## src/rtl/sumador_segmentado.sv

```systemverilog
// Pipelined adder/subtractor: one SEG_W-bit segment is resolved per stage, with the carry
// registered between stages. A single global advance enable gives valid/ready backpressure.
module sumador_segmentado #(
  parameter int unsigned WIDTH = 64,
  parameter int unsigned SEG_W = 16
) (
  input  logic             clk,
  input  logic             rst,
  input  logic             in_valid,
  output logic             in_ready,
  input  logic [WIDTH-1:0] a,
  input  logic [WIDTH-1:0] b,
  input  logic             cin,
  input  logic             sub,
  output logic             out_valid,
  input  logic             out_ready,
  output logic [WIDTH-1:0] sum,
  output logic             cout,
  output logic             ovf
);
  localparam int unsigned NSEG = WIDTH / SEG_W;

  if ((WIDTH % SEG_W) != 0 || NSEG < 1) begin : gen_param_check
    $error("sumador_segmentado: WIDTH must be a nonzero multiple of SEG_W");
  end

  logic adv;

  for (genvar k = 0; k < NSEG; k++) begin : gen_stage
    localparam int unsigned InW  = WIDTH - k * SEG_W;
    localparam int unsigned ResW = (k + 1) * SEG_W;

    logic            v_in, c_in, s_in, load;
    logic [InW-1:0]  a_in, b_in;
    logic [SEG_W:0]  seg;
    logic [ResW-1:0] res_new, res_d, res_q;
    logic            vld_d, vld_q, cy_d, cy_q, sub_d, sub_q;

    assign seg  = {1'b0, a_in[SEG_W-1:0]} + {1'b0, b_in[SEG_W-1:0]} + {{SEG_W{1'b0}}, c_in};
    // Data registers only load on a valid transfer, so bubble-time inputs never reach results.
    assign load = adv & v_in;

    if (k == 0) begin : gen_src
      assign v_in    = in_valid;
      assign a_in    = a;
      assign b_in    = sub ? ~b : b;
      assign c_in    = sub ? ~cin : cin;
      assign s_in    = sub;
      assign res_new = seg[SEG_W-1:0];
    end else begin : gen_src
      assign v_in    = gen_stage[k-1].vld_q;
      assign a_in    = gen_stage[k-1].gen_ops.opa_q;
      assign b_in    = gen_stage[k-1].gen_ops.opb_q;
      assign c_in    = gen_stage[k-1].cy_q;
      assign s_in    = gen_stage[k-1].sub_q;
      assign res_new = {seg[SEG_W-1:0], gen_stage[k-1].res_q};
    end

    always_comb begin
      vld_d = adv ? v_in : vld_q;
      cy_d  = load ? seg[SEG_W] : cy_q;
      sub_d = load ? s_in : sub_q;
      res_d = load ? res_new : res_q;
    end

    always_ff @(posedge clk or posedge rst) begin
      if (rst) begin
        vld_q <= 1'b0;
        cy_q  <= 1'b0;
        sub_q <= 1'b0;
        res_q <= '0;
      end else begin
        vld_q <= vld_d;
        cy_q  <= cy_d;
        sub_q <= sub_d;
        res_q <= res_d;
      end
    end

    if (k < NSEG - 1) begin : gen_ops
      // Operand segments not yet consumed travel with the operation.
      logic [InW-SEG_W-1:0] opa_d, opa_q, opb_d, opb_q;

      always_comb begin
        opa_d = load ? a_in[InW-1:SEG_W] : opa_q;
        opb_d = load ? b_in[InW-1:SEG_W] : opb_q;
      end

      always_ff @(posedge clk or posedge rst) begin
        if (rst) begin
          opa_q <= '0;
          opb_q <= '0;
        end else begin
          opa_q <= opa_d;
          opb_q <= opb_d;
        end
      end
    end else begin : gen_ovf
      logic ovf_d, ovf_q;

      // Carry into the MSB recovered as a^b^s at that bit, XORed with the carry out.
      always_comb begin
        ovf_d = load ? (a_in[SEG_W-1] ^ b_in[SEG_W-1] ^ seg[SEG_W-1] ^ seg[SEG_W]) : ovf_q;
      end

      always_ff @(posedge clk or posedge rst) begin
        if (rst) begin
          ovf_q <= 1'b0;
        end else begin
          ovf_q <= ovf_d;
        end
      end
    end
  end

  assign adv       = ~gen_stage[NSEG-1].vld_q | out_ready;
  assign in_ready  = adv & ~rst;
  assign out_valid = gen_stage[NSEG-1].vld_q;
  assign sum       = gen_stage[NSEG-1].res_q;
  assign cout      = gen_stage[NSEG-1].cy_q ^ gen_stage[NSEG-1].sub_q;
  assign ovf       = gen_stage[NSEG-1].gen_ovf.ovf_q;

endmodule

```

## config.mk

```make
export PLATFORM = sky130hd
export DESIGN_NAME = sumador_segmentado
export DESIGN_NICKNAME = d
export VERILOG_FILES = /design/src/rtl/sumador_segmentado.sv
export SDC_FILE = /design/constraint.sdc
export NUM_CORES = 1
export LEC_CHECK = 0
export CORE_UTILIZATION = 40
export CTS_BUF_LIST = sky130_fd_sc_hd__clkbuf_8
export DETAILED_ROUTE_END_ITERATION = 6
export GPL_TIMING_DRIVEN = 0
export HOLD_SLACK_MARGIN = 0.05
export PLACE_DENSITY_LB_ADDON = 0.1
export SLEW_MARGIN = 0
export SYNTH_ARGS = -nofsm -noshare
export SYNTH_HDL_FRONTEND = slang
export SYNTH_SLANG_ARGS = --single-unit
```

## constraint.sdc

```tcl
create_clock -name clk -period 20.8 [get_ports clk]
set_input_delay 4.16 -clock clk [delete_from_list [all_inputs] [get_ports clk]]
set_output_delay 4.16 -clock clk [all_outputs]
set_load 0.03 [all_outputs]
```

## Word-level counts from Yosys, hierarchy flattened

Cells that the tools add are included.

| word-level totals | value |
|---|---|
| flip-flop bits (word level) | 365 |
| output and inout port bits | 68 |
| word-level logic and storage cells | 47 |

| operators by class | value |
|---|---|
| add/sub/neg operators | 8 |
| multiplexer cells | 2 |
| bitwise gates (word level) | 14 |

Operators with widths:

| cell | count |
|---|---|
| 16-bit by 16-bit adder with 17-bit output | 4 |
| 17-bit by 1-bit adder with 17-bit output | 4 |
| 64-bit 2-to-1 mux | 1 |
| 64-bit NOT | 1 |
| 1-bit AND | 5 |
| 1-bit bitwise XOR | 4 |
| 1-bit NOT | 3 |
| 1-bit 2-to-1 mux | 1 |
| 1-bit bitwise OR | 1 |

## Longest topological paths before layout

Gate-level depths: netlist of the first run.

| logic depth | value |
|---|---|
| depth after elaboration | 4 |
| mapped depth | 13 |

## Worst setup path before layout of the first run

Ideal clock, no wire load.

| timing | value |
|---|---|
| path type | input -> output |
| start point | input out_ready |
| end point | output in_ready |
| data arrival time | 4.622 ns |
| required time | 16.640 ns |
| slack | 12.018 ns |
| stages on the path | 2 |
| path buffers | 0 |
| path through | nor2b_1 nor2_1 |

| between the ends | value |
|---|---|
| cells in the longest elaborated chain, start to end | 2 |

Ends and longest elaborated chain:

| item | line | RTL |
|---|---|---|
| from (decl) | 16 | `input logic out_ready,` |
| 1-bit bitwise OR | 116 | `assign adv = ~gen_stage[NSEG-1].vld_q \| out_ready;` |
| 1-bit AND | 117 | `assign in_ready = adv & ~rst;` |
| to (decl) | 10 | `output logic in_ready,` |

No other way between the ends.

## Worst setup path in the final report of the first run

Ends and elaborated chain as after synthesis.

==> results of run 1 <==
## critical path, stage by stage
cell             delay [ns]
clkdlybuf4s50_1        0.41
nor2b_1                0.41
nor2_1                 0.07
clkdlybuf4s50_1        0.61
## synthesized netlist by cell type (13+ instances only)
master	n	area [um2]
buf_1	13	48.8
nand3_1	13	65.1
o21ai_0	116	581
nand2_1	376	1410
a21oi_1	45	225
clkbuf_1	48	180
dfrtp_1	365	9130
mux2_2	169	1900
inv_1	20	75.1
a21o_1	22	165
xor2_1	38	333
nor2_1	24	90.1
xnor2_1	66	578
ha_1	60	751
## how the worst max path moves through the flow
stage,to,cells after the start,startpoint
floorplan,gen_stage[0].cy_q,1,rst
global placement,sum[48],2,rst
detailed placement,in_ready,4,out_ready
CTS,in_ready,4,out_ready
global route,in_ready,4,out_ready
finish,in_ready,4,out_ready
## flip-flops by register name (all words and copies together) (netlist names)
| register | count |
|---|---|
| gen_stage.cy_q | 4 |
| gen_stage.gen_ops.opa_q | 96 |
| gen_stage.gen_ops.opb_q | 96 |
| gen_stage.res_q | 96 |
| gen_stage.sub_q | 4 |
| gen_stage.vld_q | 3 |
| out_valid | 1 |
| ovf | 1 |
| sum | 64 |
## metrics by stage
stage                     area, um2  total power, mW  hold WS (ns)  utilization (%)  setup WS [ns]
final                         21000             3.20         0.456             50.8          10.98
after global routing          21000             3.45         0.475             50.8          10.91
after CTS                     21000             3.25         0.460             50.8          10.98
after detailed placement      19700             2.56         0.448             47.6          10.98
after global placement        19600             2.53         0.448             47.4           1.79
after floorplan               16900             2.10         0.433                -           6.51
## metal layers
layer / global-route usage (%) / wire [um] / up-vias
li1: - / - / 5859
met1: 26.7 / 19500 / 5856
met2: 31.4 / 19000 / 251
met3: 4.58 / 2050 / 74
met4: 6.05 / 975 / 4
met5: 0 / 27 / -
## power breakdown
group,internal (mW),switching [mW],leakage (nW)
registers,1.02,0.168,4.49
clock network,0.380,0.295,0.757
logic,0.601,0.740,4.45
total,2.00,1.20,9.69
## cell type report
class	count	area [um2]	share of cell area, %
clock inverters	27	139	0.662
plain buffers	72	284	1.35
flip-flops and latches	365	9130	43.5
clock buffers	86	1180	5.64
multi-input cells	1090	7410	35.3
inverters	20	82.6	0.394
diodes	1	2.50	0.0119
well taps	532	666	3.17
repair buffers	203	2080	9.93
## placed cells by master (no fill, tap or decap), types with 45 or more instances in the layout
cell type,Yosys,layout
xnor2_1,66,66
clkdlybuf4s50_1,0,200
clkbuf_8,0,86
mux2_2,169,169
a21oi_1,45,45
nand2_1,376,376
clkbuf_1,48,48
dfrtp_1,365,365
ha_1,60,60
o21ai_0,116,116
## cell families (layout without fill, tap and decap cells)
kind of cell	Yosys count	after routing	share of synthesized area [%]
and+or+nand+nor	482	482	12.0
other	0	1	0
adders and majority gates	68	68	5.39
muxes	171	171	11.4
AOI/OAI and AO/OA	265	265	9.71
DFF	365	365	54.0
buffers and inverters	92	408	2.12
xor gates and xnor gates	104	104	5.39
==> PnR_summary.wiki, run 1 <==
{| class="wikitable"
! Metric !! Value
|-
| Final std cells w/o fill || 2396
|-
| CTS tree || yes
|-
| Number of buffers added on ports || 200
|-
| Number of sinks handled by clock tree synthesis || 365
|-
| Clock root buffer || clkbuf_8
|-
| Hold-critical path depth || 2
|-
| Worst reg-to-reg setup slack || 17.70 ns
|-
| Origin of the critical flop-to-flop path || gen_stage[2].cy_q
|-
| RSZ-0062 raised after global routing || no
|-
| Hold buffer count at cts || 0
|-
| Remaining Overflow, GRT || 0
|-
| Number of cells produced by synthesis || 1547
|-
| Time the final worst path needs with I/O delays and setup || 9.82 ns
|-
| Die width || 208 um
|-
| Flip-flop and latch count after synthesis || 365
|-
| Cell leakage power || 9.69 nW
|-
| Violation count after the first detailed-routing iteration || 695
|-
| DRT Wirelength || 41.6 mm
|-
| Cell total after placement || 2282
|-
| Slew margin rel. || 42.7%
|-
| Number of levels the H-tree was split into || 3
|-
| Number of buffers created by CTS || 67
|-
| Hold wc startpoint || gen_stage[0].res_q[15]
|-
| Starting density of the core || 40.9%
|-
| Type of the worst setup path || primary input to output pin
|-
| Max rail drop VDD || 0.0000574 V
|-
| Setup Total Neg Slack || 0 ns
|-
| First-pass GRT wire length || 66.9 mm
|-
| Number of inserted filler cells in the final layout || 3849
|-
| Prevailing post-synth register cell || dfrtp_1
|-
| Worst R2R Path Depth || 8
|-
| Required time worst endpoint || 16.64 ns
|-
| Post-detail-place hpwl || 29.9 mm
|-
| Worst-skew pair later-pin latency || 0.59 ns
|-
| # nets final || 2021
|-
| Hold Violations, Final || 0
|-
| Mean cell area of the mapped netlist || 10.9 um2
|-
| Overall die area || 0.0431 mm2
|-
| Distinct cell type count of the synthesized netlist || 58
|-
| Area growth from synthesis to final layout || 24.2%
|-
| Antenna violations before repair || 3
|-
| Vias in the first global route || 12464
|-
| DR WL/cell || 17.3 um
|-
| Antenna-violating nets left || 0
|-
| Type of the tightest min-delay check || register to register
|-
| Startpoint kind of the worst setup timing path || primary input
|-
| Max Root-Sink Buffers || 3
|-
| Final slew viol count || 0
|-
| Hold EP || gen_stage[1].res_q[15]
|-
| Post-synthesis async set-or-reset flop share || 100%
|-
| Status || finished, final reports clean
|-
| Number of flops mapped to enable cells by yosys || 0
|-
| Post-route fraction of the period consumed by the critical path || 47.2%
|-
| Power density over the cells || 153 mW/mm2
|-
| Pin count of the biggest net entering global routing || 108
|-
| Number of vias after detailed routing || 12044
|-
| Length of the first detailed-routing pass in iterations || 5
|-
| Clock-pin slew of the registers on the worst-case setup and hold paths || 0.06 ns
|-
| Number of gates resized after CTS || 0
|-
| Cell area after technology mapping || 0.0169 mm2
|-
| Endpoint type of the worst setup path || output pin
|-
| Destination of the worst register-to-register timing path || ovf
|-
| Drt via density || 5.03
|-
| Global-route usage over all layers || 19.7%
|-
| Setup violations, final || 0
|-
| Nets in the synthesized netlist || 1749
|-
| Share of cells above drive strength 1 || 15.4%
|-
| Final estimated routing congestion in global placement || 0.828
|-
| Height of the die || 208 um
|-
| Arrival time at the worst endpoint || 5.66 ns
|-
| I/O Pins || 202
|-
| Worst clock skew || 0.0170 ns
|-
| Worst Path Max Fanout || 4
|-
| Share of synthesized area occupied by flip-flops and latches || 54.0%
|-
| Maxcap violations || 0
|-
| Count of standard-cell rows || 74
|-
| Slew at the pin closest to its max-slew limit || 0.860 ns
|-
| Synthesis Warnings || 0
|-
| Maximum achievable frequency || 102 MHz
|-
| Remaining routing DRC violations || 0
|-
| Core box area || 0.0413 mm2
|-
| Post-CTS Repair Setup Buffers || 0
|}
Power figures use the tool's default switching activity.
==> run 2: changes to the inputs <==
==> constraint.sdc (replaced) <==
create_clock -name clk -period 8.7 [get_ports clk]
set_input_delay 1.74 -clock clk [delete_from_list [all_inputs] [get_ports clk]]
set_output_delay 1.74 -clock clk [all_outputs]
set_load 0.03 [all_outputs]
==> PnR_summary.wiki, run 2 (synthesized netlist as in run 1, its figures left out) <==
{| class="wikitable"
! Metric !! Value
|-
| Cell leakage power || 9.70 nW
|-
| Number of sinks handled by clock tree synthesis || 365
|-
| Most frequent cells in the layout || 376 x nand2_1, 365 x dfrtp_1, 200 x clkdlybuf4s50_1
|-
| Share of cells above drive strength 1 || 15.0%
|-
| Worst clock skew || 0.0285 ns
|-
| Top Registers || gen_stage.gen_ops.opa_q: 96 flops, gen_stage.gen_ops.opb_q: 96 flops, gen_stage.res_q: 96 flops
|-
| Violation count after the first detailed-routing iteration || 464
|-
| Overall die area || 0.0431 mm2
|-
| Pin count of the biggest net entering global routing || 43
|-
| Worst-skew pair later-pin latency || 0.59 ns
|-
| Slew at the pin closest to its max-slew limit || 0.860 ns
|-
| Series of cell instances along the critical path || clkdlybuf4s50_1 -> nor2b_1 -> nor2_1 -> clkdlybuf4s50_1
|-
| Slew margin rel. || 42.7%
|-
| DR WL/cell || 17.6 um
|-
| Most common cell on crit path || clkdlybuf4s50_1
|-
| I/O Pins || 202
|-
| Type of the worst setup path || primary input to output pin
|-
| Number of vias after detailed routing || 12205
|-
| Global-route usage over all layers || 20.3%
|-
| # nets final || 2028
|-
| Hold EP || gen_stage[1].gen_ops.opa_q[21]
|-
| Post-detail-place hpwl || 30.8 mm
|-
| Ant diodes || 0
|-
| Length of the first detailed-routing pass in iterations || 5
|-
| Die width || 208 um
|-
| DRT Wirelength || 42.3 mm
|-
| Status || finished, final reports clean
|-
| Share of the core filled with cells in the final layout || 50.7%
|-
| RSZ-0062 raised after global routing || no
|-
| Core box area || 0.0413 mm2
|-
| Setup violations, final || 0
|-
| Final std cells w/o fill || 2398
|-
| Count of standard-cell rows || 74
|-
| Number of buffers created by CTS || 67
|-
| Time the final worst path needs with I/O delays and setup || 4.99 ns
|-
| Endpoint type of the worst setup path || output pin
|-
| Final estimated routing congestion in global placement || 0.824
|-
| Final slew viol count || 0
|-
| Antenna-violating nets left || 0
|-
| Number of levels the H-tree was split into || 3
|-
| Type of the tightest min-delay check || register to register
|-
| Clock root buffer || clkbuf_8
|-
| Starting density of the core || 40.9%
|-
| Number of gates resized after CTS || 0
|-
| Vias in the first global route || 12795
|-
| Max Root-Sink Buffers || 3
|-
| Max stage delay on crit path || 0.61 ns
|-
| Commonest non-fill, non-tap cell in the layout || nand2_1
|-
| CTS tree || yes
|-
| Cell total after placement || 2289
|-
| First-pass GRT wire length || 68.8 mm
|-
| Hold-critical path depth || 2
|-
| Number of buffers added on ports || 200
|-
| Origin of the critical flop-to-flop path || gen_stage[2].cy_q
|-
| Area growth from synthesis to final layout || 24.0%
|-
| Maximum achievable frequency || 200 MHz
|-
| Number of inserted filler cells in the final layout || 3872
|-
| Power density over the cells || 360 mW/mm2
|-
| Antenna violations before repair || 2
|-
| Area of combinational cells with multiple inputs || 0.00741 mm2
|-
| Maxcap violations || 0
|-
| Height of the die || 208 um
|-
| Remaining Overflow, GRT || 0
|-
| Clock-pin slew of the registers on the worst-case setup and hold paths || 0.05 ns
|-
| Startpoint kind of the worst setup timing path || primary input
|-
| Highest-delay cell along the critical path || clkdlybuf4s50_1
|-
| Required time worst endpoint || 6.96 ns
|-
| Worst R2R Path Depth || 8
|-
| FF+latch area || 0.00913 mm2
|-
| Remaining routing DRC violations || 0
|-
| Post-CTS Repair Setup Buffers || 0
|-
| Worst Path Max Fanout || 4
|-
| Worst reg-to-reg setup slack || 5.54 ns
|-
| Drt via density || 5.09
|-
| Max rail drop VDD || 0.000136 V
|-
| Arrival time at the worst endpoint || 3.25 ns
|-
| Hold Violations, Final || 0
|-
| Post-route fraction of the period consumed by the critical path || 57.3%
|-
| Destination of the worst register-to-register timing path || ovf
|-
| Hold buffer count at cts || 0
|-
| Hold wc startpoint || gen_stage[0].gen_ops.opa_q[37]
|}
## run 2: changes by cell type in the layout (fill, tap and decap cells not counted), sizes merged
cell,previous run,this run
clkinv,6,3
clkbuf,134,124
diode,1,0
clkinvlp,1,2
bufinv,1,0
inv,39,48
buf,27,34
## run 2: per-stage QoR
| stage | setup TNS, ns | area [um2] | setup slack, ns | hold WS (ns) | power [mW] |
|---|---|---|---|---|---|
| 5_1_grt | 0 | 20900 | 3.50 | 0.477 | 8.13 |
| 4_1_cts | 0 | 20900 | 3.69 | 0.456 | 7.66 |
| 2_1_floorplan | 0 | 16900 | 2.06 | 0.433 | 5.03 |
| 6_report | 0 | 20900 | 3.71 | 0.456 | 7.54 |
| 3_5_place_dp | 0 | 19800 | 3.08 | 0.452 | 6.14 |
| 3_3_place_gp | -168.79 | 19600 | -0.481 | 0.446 | 6.05 |
## run 2: how the worst max path moves through the flow
| stage | endpoint | start | slack (ns) |
|---|---|---|---|
| 6_report | in_ready | out_ready | 3.71 |
| 5_1_grt | gen_stage[0].res_q[12] | sub | 3.50 |
| 4_1_cts | gen_stage[0].res_q[12] | sub | 3.69 |
| 3_5_place_dp | gen_stage[0].res_q[12] | sub | 3.08 |
| 3_3_place_gp | sum[50] | rst | -0.48 |
| 2_1_floorplan | gen_stage[0].cy_q | rst | 2.06 |
## run 2: power breakdown
part	internal, mW	switching (mW)	leakage [nW]
combinational	1.44	1.79	4.50
clock	0.786	0.685	0.713
sequential	2.43	0.410	4.49
## run 2: per-layer routing
layer / vias up / track usage (%) / wire length [um]
li1: 5871 / - / -
met1: 6001 / 27.5 / 20000
met2: 243 / 32.2 / 19300
met3: 86 / 4.63 / 1880
met4: 4 / 6.41 / 1050
met5: - / 0 / 31
## run 2: area by class of cell
type	count	share of cell area (%)
Clock inverter	33	0.627
Inverter	20	0.376
Timing Repair Buffer	210	10.5
Tap cell	532	3.18
Sequential cell	365	43.6
Multi-Input combinational cell	1090	35.4
Buffer	72	1.36
Clock buffer	76	4.99
## run 2: critical path, delay by kind of cell
| family | cells | cell delay [ns] |
|---|---|---|
| buf+inv | 2 | 1.02 |
| simple gates | 2 | 0.49 |
==> run 3: changes to the inputs <==
==> constraint.sdc (replaced) <==
create_clock -name clk -period 4.5 [get_ports clk]
set_input_delay 0.9 -clock clk [delete_from_list [all_inputs] [get_ports clk]]
set_output_delay 0.9 -clock clk [all_outputs]
set_load 0.03 [all_outputs]
==> results of run 3 <==
The final DEF is identical to that of run 2. Status: finished, final reports clean.
Main changes from that run: setup slack after placement 3.08 ns -> -0.276 ns; setup slack after layout 3.71 ns -> 0.399 ns; start point of the critical path out_ready -> sub; end point of the critical path in_ready -> gen_stage[0].res_q[12]; register-to-register setup slack 5.54 ns -> 1.34 ns; total power 7.54 mW -> 14.6 mW; worst IR drop on VDD 0.000136 V -> 0.000262 V
==> edit, RTL diff (flow settings as in run 2) <==
Change the parameter `SEG_W` from 16 to 32.
--- a/src/rtl/sumador_segmentado.sv
+++ b/src/rtl/sumador_segmentado.sv
@@ -4,3 +4,3 @@
   parameter int unsigned WIDTH = 64,
-  parameter int unsigned SEG_W = 16
+  parameter int unsigned SEG_W = 32
 ) (
Function: changed (a bounded check fails within 4 cycles, from zero or initial values and one cycle with rst high).
==> edit against run 2 <==
Sequential share of layout area shrank 11 points. Core utilization up 1.6 points. Worst setup slack got worse by 0.94 ns. Via count fell by 29%. Total power shrank 58%. Design area down 39%. Area after synthesis shrank 41%. Sequential cell count is 198 lower. Clock power decreased by 65%. Routed wire length shrank 34%. Critical path type is now in -> reg. Critical endpoint is now gen_stage[0].res_q[26]$_DFFE_PP0P_.
==> edit: results (changes against run 2) <==
* Crit path max-delay family: compound AO/OA/AOI/OAI gates
* Clock buffer depth at 2 (-1)
* CTS clk-pin slew, worst paths at 0.09 ns (+0.04 ns)
* Clk_lat worst skew at 0.48 ns (-0.11 ns)
* VDD IR-drop max at 0.143 mV (+5.3%)
* Yosys cell types at 59 (+1.7%)
* Plain + repair buffers at 253 (-10%)
* Worst slew pin tran at 0.838 ns (-0.0224 ns)
* Syn Nets at 1352 (-23%)
* Largest net degree at the start of global routing at 94 (+120%)
* Placed Area at 12400 um^2 (-37%)
* CTS Buf Count at 17 (-75%)
* Seq area share at 0.328 (-0.108)
* Dpl hpwl at 21300 um (-31%)
* Drt via density at 5.08 (about the same)
* Xor and xnor area share after synthesis at 0.0952 (+0.0413)
* Die width at 160 um (-23%)
* Post-synthesis sequential area ratio at 0.421 (-0.120)
* CP max FO at 10 (+6)
* Layout cells sized above 1 at 0.0325 (-0.117)
* Ranking of synthesized cells by area: dfrtp_1, nand2_1, ha_1, o21ai_0, xor2_1
* Gr usage total at 0.225 (+0.0220)
* CP peak stage delay at 0.66 ns (+0.05 ns)
* Worst path arrival time at 6.30 ns (+3.05 ns)
* Synth Area in Adders at 0.0862 (+0.0323)
* Status: complete, no violations
* Area of the multi-input gates at 5480 um^2 (-26%)
* Placed cell count at 1677 (-27%)
* Final nets at 1572 (-22%)
* First-pass GRT wire length at 45300 um (-34%)
* Cells after Synth at 1152 (-26%)
* Num Clock Sinks at 167 (-54%)
-- edit: cell count changes after synthesis, sizes merged, moves of 6 or more --
cell / change
dfrtp: -198
mux2: -169
nand2: -38
xor2: +17
buf: -16
nor2: +13
xnor2: -13
a21oi: +11
a21o: +10
o21ai: -9
nand3: +7
o211ai: +7
nor3b: -6
-- edit: worst paths after layout --
check / start / to / slack, ns / cells after the start
worst max register to register: gen_stage[0].cy_q$_DFFE_PP0P_ / ovf$_DFFE_PP0P_ / 5.38 / 10
worst min-delay path: gen_stage[0].res_q[2]$_DFFE_PP0P_ / sum[2]$_DFFE_PP0P_ / 0.47 / 2
worst max-delay path: sub / gen_stage[0].res_q[26]$_DFFE_PP0P_ / 2.77 / 15
max in group asynchronous: rst / sum[22]$_DFFE_PP0P_ / 6.14 / 3
worst min register to register: gen_stage[0].res_q[2]$_DFFE_PP0P_ / sum[2]$_DFFE_PP0P_ / 0.47 / 2
min in group asynchronous: rst / gen_stage[0].gen_ops.opb_q[17]$_DFFE_PP0P_ / 1.78 / 2
-- edit: power by group through the flow --
stage	combinational [W]	clock [W]	sequential, W
2_1_floorplan	0.000701	0	0.00139
3_3_place_gp	0.00148	0	0.00117
3_5_place_dp	0.00150	0	0.00117
4_1_cts	0.00150	0.000525	0.00116
5_1_grt	0.00164	0.000555	0.00119
6_report	0.00149	0.000512	0.00116
-- edit: per-layer routing --
layer	vias up	global-route usage	share of wire	wire [um]
met4	0	0.0608	0.016	459
met3	30	0.0425	0.047	1300
met1	4071	0.288	0.45	12600
met5	-	0	0	0
met2	215	0.387	0.49	13600
li1	4374	-	-	-
